[src/rtl/iob_2p_assim_fifo_pkg.sv]
// Shared width/ratio helpers for the asymmetric-width FIFO and its storage.
package iob_2p_assim_fifo_pkg;

   localparam int DEF_W_DATA_W = 16;
   localparam int DEF_W_ADDR_W = 6;
   localparam int DEF_R_DATA_W = 8;
   localparam int DEF_R_ADDR_W = 7;

   function automatic int f_max(input int a, input int b);
      return (a > b) ? a : b;
   endfunction

   function automatic int f_min(input int a, input int b);
      return (a < b) ? a : b;
   endfunction

   function automatic int f_clog2(input int v);
      int r;
      r = 0;
      for (int i = 0; i < 31; i++) begin
         if ((1 << i) < v) r = i + 1;
      end
      return r;
   endfunction

endpackage

[src/rtl/iob_2p_assim_fifo_if.sv]
// Write/read handshake bundle of the asymmetric FIFO; level is in narrow-word units.
interface iob_2p_assim_fifo_if
   import iob_2p_assim_fifo_pkg::*;
#(
   parameter int W_DATA_W = DEF_W_DATA_W,
   parameter int W_ADDR_W = DEF_W_ADDR_W,
   parameter int R_DATA_W = DEF_R_DATA_W,
   parameter int R_ADDR_W = DEF_R_ADDR_W
);
   localparam int LVL_W = f_max(W_ADDR_W, R_ADDR_W) + 1;

   logic                w_en;
   logic [W_DATA_W-1:0] w_data;
   logic                w_full;
   logic                w_ovf;
   logic                r_en;
   logic [R_DATA_W-1:0] r_data;
   logic                r_valid;
   logic                r_empty;
   logic                r_udf;
   logic [LVL_W-1:0]    level;

   modport master (
      output w_en, w_data, r_en,
      input  w_full, w_ovf, r_data, r_valid, r_empty, r_udf, level
   );

   modport slave (
      input  w_en, w_data, r_en,
      output w_full, w_ovf, r_data, r_valid, r_empty, r_udf, level
   );
endinterface

[src/rtl/iob_2p_assim_fifo_mem.sv]
// Asymmetric two-port RAM built from narrow banks; wide side touches every bank,
// narrow side picks one bank with the low address bits (little-endian sub-words).
module iob_2p_assim_mem
   import iob_2p_assim_fifo_pkg::*;
#(
   parameter int W_DATA_W = DEF_W_DATA_W,
   parameter int W_ADDR_W = DEF_W_ADDR_W,
   parameter int R_DATA_W = DEF_R_DATA_W,
   parameter int R_ADDR_W = DEF_R_ADDR_W
) (
   input  logic                clk,
   input  logic                i_w_en,
   input  logic [W_ADDR_W-1:0] i_w_addr,
   input  logic [W_DATA_W-1:0] i_w_data,
   input  logic                i_r_en,
   input  logic [R_ADDR_W-1:0] i_r_addr,
   output logic [R_DATA_W-1:0] o_r_data
);
   localparam int NW    = f_min(W_DATA_W, R_DATA_W);
   localparam int RATIO = f_max(W_DATA_W, R_DATA_W) / NW;
   localparam int SEL_W = f_clog2(RATIO);
   localparam int BA_W  = f_min(W_ADDR_W, R_ADDR_W);
   localparam int DEPTH = 2 ** BA_W;

   logic [NW-1:0] w_bank_q [RATIO];

   for (genvar gi = 0; gi < RATIO; gi++) begin : g_bank
      logic [NW-1:0]   r_mem [DEPTH];
      logic [NW-1:0]   r_q;
      logic            w_we;
      logic [BA_W-1:0] w_waddr;
      logic [BA_W-1:0] w_raddr;
      logic [NW-1:0]   w_wdata;

      if (W_DATA_W >= R_DATA_W) begin : g_wwide
         assign w_we    = i_w_en;
         assign w_waddr = i_w_addr;
         assign w_wdata = i_w_data[gi*NW +: NW];
      end else begin : g_wnarrow
         assign w_we    = i_w_en && (i_w_addr[SEL_W-1:0] == SEL_W'(gi));
         assign w_waddr = i_w_addr[W_ADDR_W-1:SEL_W];
         assign w_wdata = i_w_data;
      end

      if (R_DATA_W >= W_DATA_W) begin : g_rwide_addr
         assign w_raddr = i_r_addr;
      end else begin : g_rnarrow_addr
         assign w_raddr = i_r_addr[R_ADDR_W-1:SEL_W];
      end

      // Read register only moves on a read, so data holds between reads.
      always_ff @(posedge clk) begin
         if (w_we) r_mem[w_waddr] <= w_wdata;
         if (i_r_en) r_q <= r_mem[w_raddr];
      end

      assign w_bank_q[gi] = r_q;
   end

   if (R_DATA_W >= W_DATA_W) begin : g_rwide
      for (genvar gi = 0; gi < RATIO; gi++) begin : g_cat
         assign o_r_data[gi*NW +: NW] = w_bank_q[gi];
      end
   end else begin : g_rnarrow
      logic [SEL_W-1:0] r_sel;
      always_ff @(posedge clk) begin
         if (i_r_en) r_sel <= i_r_addr[SEL_W-1:0];
      end
      assign o_r_data = w_bank_q[r_sel];
   end

endmodule

[src/rtl/iob_2p_assim_fifo.sv]
// Pointer/level controller of the asymmetric-width FIFO; storage lives in iob_2p_assim_mem.
module iob_2p_assim_fifo
   import iob_2p_assim_fifo_pkg::*;
#(
   parameter int W_DATA_W = DEF_W_DATA_W,
   parameter int W_ADDR_W = DEF_W_ADDR_W,
   parameter int R_DATA_W = DEF_R_DATA_W,
   parameter int R_ADDR_W = DEF_R_ADDR_W
) (
   input logic                  clk,
   input logic                  rst,
   iob_2p_assim_fifo_if.slave   bus
);
   localparam int N_ADDR_W = f_max(W_ADDR_W, R_ADDR_W);
   localparam int NARROW   = f_min(W_DATA_W, R_DATA_W);
   localparam int WG       = W_DATA_W / NARROW;
   localparam int RG       = R_DATA_W / NARROW;
   localparam int CAP      = 2 ** N_ADDR_W;
   localparam int LVL_W    = N_ADDR_W + 1;

   logic [W_ADDR_W-1:0] r_wptr;
   logic [R_ADDR_W-1:0] r_rptr;
   logic [LVL_W-1:0]    r_level;
   logic [LVL_W-1:0]    w_level_next;
   logic                r_rvalid;
   logic                r_wovf;
   logic                r_rudf;
   logic                w_full;
   logic                w_empty;
   logic                w_wacc;
   logic                w_racc;

   assign w_full  = r_level > LVL_W'(CAP - WG);
   assign w_empty = r_level < LVL_W'(RG);
   assign w_wacc  = bus.w_en && !w_full && !rst;
   assign w_racc  = bus.r_en && !w_empty && !rst;

   always_comb begin
      w_level_next = r_level;
      if (w_wacc) w_level_next = w_level_next + LVL_W'(WG);
      if (w_racc) w_level_next = w_level_next - LVL_W'(RG);
   end

   always_ff @(posedge clk) begin
      if (rst) begin
         r_wptr   <= '0;
         r_rptr   <= '0;
         r_level  <= '0;
         r_rvalid <= 1'b0;
         r_wovf   <= 1'b0;
         r_rudf   <= 1'b0;
      end else begin
         if (w_wacc) r_wptr <= r_wptr + 1'b1;
         if (w_racc) r_rptr <= r_rptr + 1'b1;
         r_level  <= w_level_next;
         r_rvalid <= w_racc;
         r_wovf   <= bus.w_en && w_full;
         r_rudf   <= bus.r_en && w_empty;
      end
   end

   iob_2p_assim_mem #(
      .W_DATA_W (W_DATA_W),
      .W_ADDR_W (W_ADDR_W),
      .R_DATA_W (R_DATA_W),
      .R_ADDR_W (R_ADDR_W)
   ) u_mem (
      .clk      (clk),
      .i_w_en   (w_wacc),
      .i_w_addr (r_wptr),
      .i_w_data (bus.w_data),
      .i_r_en   (w_racc),
      .i_r_addr (r_rptr),
      .o_r_data (bus.r_data)
   );

   assign bus.w_full  = w_full;
   assign bus.w_ovf   = r_wovf;
   assign bus.r_valid = r_rvalid;
   assign bus.r_empty = w_empty;
   assign bus.r_udf   = r_rudf;
   assign bus.level   = r_level;

endmodule

[src/flat_wrapper.sv]
// flat-port wrapper written by rule: the top's interface ports become plain ports
module iob_2p_assim_fifo_flat import iob_2p_assim_fifo_pkg::*;
#(
   parameter int W_DATA_W = DEF_W_DATA_W,
   parameter int W_ADDR_W = DEF_W_ADDR_W,
   parameter int R_DATA_W = DEF_R_DATA_W,
   parameter int R_ADDR_W = DEF_R_ADDR_W
)
  (clk, rst, bus_w_en, bus_w_data, bus_r_en, bus_w_full, bus_w_ovf, bus_r_data, bus_r_valid, bus_r_empty, bus_r_udf, bus_level);
  iob_2p_assim_fifo_if #(.W_DATA_W(W_DATA_W), .W_ADDR_W(W_ADDR_W), .R_DATA_W(R_DATA_W), .R_ADDR_W(R_ADDR_W)) bus_i ();
  input logic clk;
  input logic rst;
  input wire logic [$bits(bus_i.w_en)-1:0] bus_w_en;
  input wire logic [$bits(bus_i.w_data)-1:0] bus_w_data;
  input wire logic [$bits(bus_i.r_en)-1:0] bus_r_en;
  output wire logic [$bits(bus_i.w_full)-1:0] bus_w_full;
  output wire logic [$bits(bus_i.w_ovf)-1:0] bus_w_ovf;
  output wire logic [$bits(bus_i.r_data)-1:0] bus_r_data;
  output wire logic [$bits(bus_i.r_valid)-1:0] bus_r_valid;
  output wire logic [$bits(bus_i.r_empty)-1:0] bus_r_empty;
  output wire logic [$bits(bus_i.r_udf)-1:0] bus_r_udf;
  output wire logic [$bits(bus_i.level)-1:0] bus_level;
  assign bus_i.w_en = bus_w_en;
  assign bus_i.w_data = bus_w_data;
  assign bus_i.r_en = bus_r_en;
  assign bus_w_full = bus_i.w_full;
  assign bus_w_ovf = bus_i.w_ovf;
  assign bus_r_data = bus_i.r_data;
  assign bus_r_valid = bus_i.r_valid;
  assign bus_r_empty = bus_i.r_empty;
  assign bus_r_udf = bus_i.r_udf;
  assign bus_level = bus_i.level;
  iob_2p_assim_fifo #(.W_DATA_W(W_DATA_W), .W_ADDR_W(W_ADDR_W), .R_DATA_W(R_DATA_W), .R_ADDR_W(R_ADDR_W)) u_core (.clk(clk), .rst(rst), .bus(bus_i));
endmodule
[config.mk]
export PLATFORM = sky130hd
export DESIGN_NAME = iob_2p_assim_fifo_flat
export DESIGN_NICKNAME = d
export VERILOG_FILES = /design/src/rtl/iob_2p_assim_fifo_pkg.sv /design/src/rtl/iob_2p_assim_fifo_if.sv /design/src/rtl/iob_2p_assim_fifo_mem.sv /design/src/rtl/iob_2p_assim_fifo.sv /design/src/flat_wrapper.sv
export SDC_FILE = /design/constraint.sdc
export NUM_CORES = 1
export LEC_CHECK = 0
export ABC_AREA = 1
export BUFFER_PORTS_ARGS = -buffer_cell sky130_fd_sc_hd__clkbuf_2
export CAP_MARGIN = 0
export CELL_PAD_IN_SITES_DETAIL_PLACEMENT = 1
export CELL_PAD_IN_SITES_GLOBAL_PLACEMENT = 1
export CORE_MARGIN = 2
export CORE_UTILIZATION = 42
export CTS_CLUSTER_DIAMETER = 80
export DETAILED_ROUTE_END_ITERATION = 7
export PLACE_DENSITY_LB_ADDON = 0.1
export REMOVE_ABC_BUFFERS = 1
export SKIP_CTS_REPAIR_TIMING = 1
export SYNTH_ARGS = -nofsm -noshare
export SYNTH_HDL_FRONTEND = slang
export SYNTH_SLANG_ARGS = --single-unit
[constraint.sdc]
create_clock -name clk -period 4.1 [get_ports clk]
set_input_delay 0.41 -clock clk [delete_from_list [all_inputs] [get_ports clk]]
set_output_delay 0.41 -clock clk [all_outputs]
set_load 0.05 [all_outputs]
==> run_results.csv, run 1 <==
group,metric,value,unit
die,rows,116,
logic_synthesis,yosysWarnings,0,
logic_synthesis,synth_seq_cells,1065,
clock_tree,clk_path_buf_depth,3,
logic_synthesis,synth_cells,3307,
layout,n_antenna_cell,0,
clock_tree,ctsRootBufferMaster,"clkbuf_16",
die,dieWidth,321.9,um
layout,num-fill-cells,10130,
detailed_routing,vias,27440,
detailed_routing,routed_wirelength,126.3,mm
timing,tns,0,ns
logic_synthesis,yosys-top-cells-count,"1041 x edfxtp_1, 609 x nor2_1, 447 x o21ai_0, 326 x nand2_1, 187 x nand3_1",
worst_setup_path,crit_chain,"inv_16, buf_12, o21ai_0, o22ai_1, a21oi_1, nand2_1, nand3_1, nand2_1",
logic_synthesis,yosysTopAreaCell,"edfxtp_1",
layout,area_growth,13.03,%
clock_tree,cts_buffers,114,
detailed_routing,final_antenna_net_count,0,
worst_setup_path,worst_setup_path_start_kind,"flip-flop",
logic_synthesis,avgSynthCellArea,12.84,um2
logic_synthesis,async_flop_share,0,%
timing,skew,0.02227,ns
global_routing,grt_max_degree,165,
clock_tree,clk_pin_slew_worst_paths,0.06,ns
global_routing,antenna_found_initial,3,
worst_setup_path,crit_type,"flip-flop to flip-flop",
timing,setup_viol,0,
timing,hold_viol_final,0,
place,hpwl,74.08,mm
die,die_h,321.9,um
layout,drive_above_1_share,10.68,%
worst_setup_path,arrival,3.45,ns
worst_setup_path,slowest_stage,"dfxtp_4",
place,io_buffers,40,
clock_tree,cts_tree,"done",
timing,fin_crit_sh,73.70,%
logic_synthesis,synth_edf_count,1041,
global_routing,track_usage,24.45,%
logic_synthesis,synth.distinct_cells,36,
power_and_ir_drop,power_density,528.2,nW/um2
clock_tree,worstSkewPairLatency,0.69,ns
die,core_area,100100,um2
logic_synthesis,ys.flop_type,"edfxtp_1",
min_path,hp-class,"primary input to flip-flop",
layout,utilization,47.91,%
worst_setup_path,crit_required,4.52,ns
timing,tightest_slew,1.132,ns
layout,nets,3382,
die,start_util,42.39,%
worst_setup_path,cpMostUsedCell,"nand2_1",
global_routing,grt-ovfl-total,0,
global_routing,grt_pass1_wl,187.3,mm
layout,seq_area,31750,um2
detailed_routing,dr.pass1.iters,5,
power_and_ir_drop,leakage,15.79,nW
place,gp_congestion,0.8426,
worst_setup_path,crit_fanout,164,
detailed_routing,drt_iter0_markers,2479,
worst_setup_path,max_stage_delay,0.64,ns
detailed_routing,wl_per_cell,26.57,um
logic_synthesis,synth-seq-area-share,74.77,%
clock_tree,numClockSinks,1065,
die,dieArea,103600,um2
logic_synthesis,synth_most_common_cell,"edfxtp_1",
die,io_pins,41,
detailed_routing,drcViolationCount,0,
worst_setup_path,endpoint_kind,"flip-flop",
timing,max_slew_margin,24.52,%
logic_synthesis,synth_top_area_share,73.63,%
detailed_routing,via_per_inst,5.774,
logic_synthesis,yosys-top-cells-area,"edfxtp_1 74%, nor2_1 5.4%, o21ai_0 5.3%",
run,drv_cap,0,
run_status,status,"finished clean",
power_and_ir_drop,ir_drop,0.3831,mV
global_routing,grt_pass1_vias,28340,
timing,slew_viol_final,0,
timing,max_clock_freq,331.0,MHz
timing,final.min_clock_period,3.022,ns
timing,rsz0062_at_grt,"no",
logic_synthesis,netlist_area,42450,um2
clock_tree,h-tree-depth,3,
layout,multi_input_comb_area,9440,um2
worst max-delay path: cells and delay by family, from the launching register on:
kind | cells | cell delay, ns
AO/OA/AOI/OAI | 3 | 0.83
buffers and inverters | 2 | 0.60
flip-flops | 1 | 0.64
AND/OR/NAND/NOR | 3 | 0.58
through the flow:
| stage | instance area (um2) | worst slack, ns | std cells | power (mW) | hold slack, ns |
|---|---|---|---|---|---|
| 2_1_floorplan | 41320 | -11.69 | 3085 | 14.32 | 0.4568 |
| 3_3_place_gp | 44300 | 1.069 | 4540 | 15.28 | 0.5306 |
| 3_5_place_dp | 44300 | 0.9886 | 4540 | 15.37 | 0.5535 |
| 4_1_cts | 47980 | 1.122 | 4752 | 25.58 | -0.01826 |
| 5_1_grt | 47980 | 0.9249 | 4752 | 26.26 | 0.02316 |
| 6_report | 47980 | 1.078 | 4752 | 25.35 | 0.02055 |
kinds of logic after synthesis:
logic type | synth area share [%]
xor gates and xnor gates | 0.04127
adders and majority gates | 0.1179
muxes | 0.2122
DFF | 74.77
and+or+nand+nor | 11.49
AOI/OAI and AO/OA | 10.32
buffers and inverters | 3.045
cell type report:
cell class / instances / area share (%)
multi-input cells: 1978 / 19.67
well taps: 1298 / 3.385
inverters: 42 / 0.3729
flip-flops and latches: 1065 / 66.17
repair buffers: 157 / 2.717
clock buffers: 134 / 6.146
clock inverters: 78 / 1.533
where the power goes:
part / internal (mW) / switching (mW)
sequential: 12.1 / 0.0977
combinational: 0.721 / 2.25
clock: 5.99 / 4.23
total: 18.8 / 6.58
path summary, 6_finish.rpt:
check | start | slack (ns) | depth (start not counted) | endpoint
max | u_core.r_rptr[1] | 1.08 | 8 | u_core.u_mem.g_bank[1].r_q[7]
min | bus_w_en | 0.02 | 3 | u_core.bus.w_ovf
max reg2reg | u_core.r_rptr[1] | 1.08 | 8 | u_core.u_mem.g_bank[1].r_q[7]
min reg2reg | u_core.r_wptr[0] | 0.56 | 2 | u_core.r_wptr[0]
sequential cells by signal, summed over array words and instances (netlist names):
signal	count
u_core.bus.level	8
u_core.bus.r_udf	1
u_core.bus.r_valid	1
u_core.bus.w_ovf	1
u_core.r_rptr	7
u_core.r_wptr	6
u_core.u_mem.g_bank.r_mem	1024
u_core.u_mem.g_bank.r_q	16
u_core.u_mem.g_rnarrow.r_sel	1
cells in the final DEF, fill, tap and decap left out, types with 6 or more instances in the layout:
cell	synthesis	layout
buf_12	0	18
o22ai_1	109	109
a21oi_1	60	60
o211ai_1	109	109
buf_4	37	99
o21ai_0	447	447
nor2_1	609	608
nand4_1	26	26
o21ai_1	31	31
bufinv_16	0	14
o221ai_1	20	20
clkbuf_2	0	40
dfxtp_1	24	21
nand3_1	187	187
clkinv_1	1	32
nor2_2	6	6
nand2_1	326	326
mux2_2	8	8
clkinv_2	0	23
or2_2	15	15
clkbuf_1	103	19
inv_1	35	34
edfxtp_1	1041	1041
clkbuf_16	0	115
per-layer routing:
| layer | part of all wire [%] | global-route usage, % |
|---|---|---|
| met1 | 43 | 33.20 |
| met2 | 49 | 41.12 |
| met3 | 4.8 | 2.798 |
| met4 | 2.9 | 7.871 |
| met5 | 0 | 0 |
(Power assumes the default switching activity.)
==> inputs of run 2 (changes only) <==
- clock period: 4.1 -> 2.9 ns (I/O delays scaled with it)
==> run 2 against run 1 <==
  * Total power is 41% higher
  * Clock skew is 0.0035 ns higher
  * Clock power is 38% higher
  * Design area is 1.0% higher
  * Setup slack worse by 0.86 ns
  * Critical path type unchanged
  * Clock-buffer cell count is 7 higher
  * Largest power group unchanged
  * Die area stayed put
==> run_results.csv, run 2 (same netlist as run 1, synthesis figures left out) <==
group,metric,value,unit
run_status,status,"finished clean",
timing,max_clock_freq,373.4,MHz
worst_setup_path,arrival,3.05,ns
timing,tns,0,ns
timing,setup_ws,0.2216,ns
worst_setup_path,crit_required,3.27,ns
die,core_area,100100,um2
layout,final_cell_mix,"1041 x edfxtp_1, 608 x nor2_1, 447 x o21ai_0",
layout,drive_above_1_share,11.99,%
clock_tree,numClockSinks,1065,
timing,skew,0.02580,ns
min_path,hp-class,"primary input to flip-flop",
die,io_pins,41,
clock_tree,h-tree-depth,3,
timing,hold_viol_final,0,
power_and_ir_drop,p_comb_share,12.7,%
worst_setup_path,crit_start,"u_core.bus.level[2]",
min_path,hold_start,"rst",
die,start_util,42.39,%
power_and_ir_drop,power_frac_seq,48.0,%
clock_tree,cts_buffers,113,
power_and_ir_drop,clkPwrFrac,39.4,%
worst_setup_path,path_buf_inv,1,
place,place_area,44890,um2
clock_tree,clk_pin_slew_worst_paths,0.06,ns
global_routing,grt_pass1_wl,192.9,mm
die,dieWidth,321.9,um
detailed_routing,via_per_inst,5.844,
worst_setup_path,worst_setup_path_start_kind,"flip-flop",
global_routing,grt_max_degree,107,
detailed_routing,drt_iter0_markers,2500,
power_and_ir_drop,p_int,26.37,mW
worst_setup_path,endpoint_kind,"flip-flop",
power_and_ir_drop,switchingPower,9.346,mW
power_and_ir_drop,totalPowerFinal,35.71,mW
power_and_ir_drop,power_density,736.7,nW/um2
worst_setup_path,crit_chain,"nand2_1, nor2_2, nand2_2, nand3_4, nor2_2, nand3_1, nor2_1, buf_4",
worst_setup_path,max_stage_delay,0.63,ns
layout,regMostFlops,"u_core.u_mem.g_bank.r_mem",
timing,rsz0062_at_grt,"no",
global_routing,grt-ovfl-total,0,
detailed_routing,drcViolationCount,0,
clock_tree,ctsRootBufferMaster,"clkbuf_16",
global_routing,track_usage,25.27,%
die,dieArea,103600,um2
power_and_ir_drop,power.share.switching,26.17,%
worst_setup_path,cp_top_family,"simple AND/OR/NAND/NOR gates",
clock_tree,cts_tree,"done",
run,drv_cap,0,
detailed_routing,wl_per_cell,27.26,um
timing,setup_viol,0,
layout,nets,3444,
timing,tightest_slew,1.192,ns
clock_tree,clk_path_buf_depth,3,
power_and_ir_drop,ir_drop,0.5959,mV
detailed_routing,final_antenna_net_count,0,
timing,slew_viol_final,0,
worst_setup_path,crit_type,"flip-flop to flip-flop",
timing,max_slew_margin,20.54,%
layout,final_common_cell,"edfxtp_1",
layout,largest_register_ffs,1024,
global_routing,grt_pass1_vias,28980,
detailed_routing,routed_wirelength,131.2,mm
detailed_routing,dr.pass1.iters,5,
place,gp_congestion,0.8543,
detailed_routing,vias,28120,
timing,final.min_clock_period,2.678,ns
layout,finish.instance_area,48480,um2
place,pre_cts_slack,0.2720,ns
worst_setup_path,cpMostUsedCell,"nor2_2",
layout,area_growth,14.20,%
worst_setup_path,slowest_stage,"nand3_1",
worst_setup_path,r2r_start,"u_core.bus.level[2]",
layout,num-fill-cells,10140,
timing,fin_crit_sh,92.36,%
global_routing,antenna_found_initial,3,
place,io_buffers,40,
die,die_h,321.9,um
power_and_ir_drop,leakage,16.05,nW
worst_setup_path,crit_fanout,16,
die,rows,116,
place,hpwl,78.75,mm
clock_tree,worstSkewPairLatency,0.70,ns
-- run 2: cell count changes in the layout (fill, tap and decap cells not counted), moves of 2 or more --
cell           before  now
buf_12             18   29
buf_4              99  149
bufinv_16          14   10
clkbuf_1           19   26
clkinv_1           32   29
clkinv_2           23   18
clkinv_4            3    0
diode_2             0    2
dlygate4sd3_1       0    2
-- run 2: cell type report --
type                       count  area (um2)  share of cell area [%]
tap                         1298        1624                   3.350
clock inverter                66       596.8                   1.231
clock buffer                 141        2964                   6.114
antenna                        2       5.005                 0.01032
multi-input combinational   1978        9440                   19.47
timing repair buffer         220        1919                   3.959
inverter                      42       178.9                  0.3691
sequential                  1065       31750                   65.49
-- run 2: worst paths after layout --
check	slack, ns	depth (start not counted)	to
max	0.22	8	u_core.u_mem.g_bank[1].r_mem[6][1]
min	0.07	3	u_core.r_wptr[5]
max reg2reg	0.22	8	u_core.u_mem.g_bank[1].r_mem[6][1]
min reg2reg	0.52	1	u_core.r_rptr[0]
-- run 2: metrics by stage --
| stage | hold slack, ns | cells | util [%] |
|---|---|---|---|
| after floorplan | 0.3591 | 3085 | - |
| after global placement | 0.4845 | 4601 | 44.83 |
| after detailed placement | 0.4896 | 4601 | 44.83 |
| after CTS | -0.1594 | 4808 | 48.38 |
| after global routing | 0.04564 | 4810 | 48.40 |
| final | 0.06984 | 4812 | 48.41 |
-- run 2: power by group through the flow --
stage	Sequential, mW	Clock [mW]	Combinational, mW
detailed placement	17.5	0	4.52
global route	17.1	14.9	4.94
CTS	17.1	14.3	4.55
floorplan	17.8	0	2.01
finish	17.1	14.1	4.52
global placement	17.4	0	4.41
-- run 2: tightest hold or removal path: cells and delay by family --
kind	cells	cell delay, ns
buffers and inverters	2	0.36
AOI/OAI and AO/OA	1	0.06
-- run 2: per-layer routing --
layer	part of all wire (%)	vias up	wire length (um)	track usage, %
li1	-	12400	-	-
met3	5.2	174	6820	3.364
met2	48	733	62440	41.10
met5	0.0099	-	13	0
met1	45	14810	58500	35.51
met4	2.6	2	3385	7.487
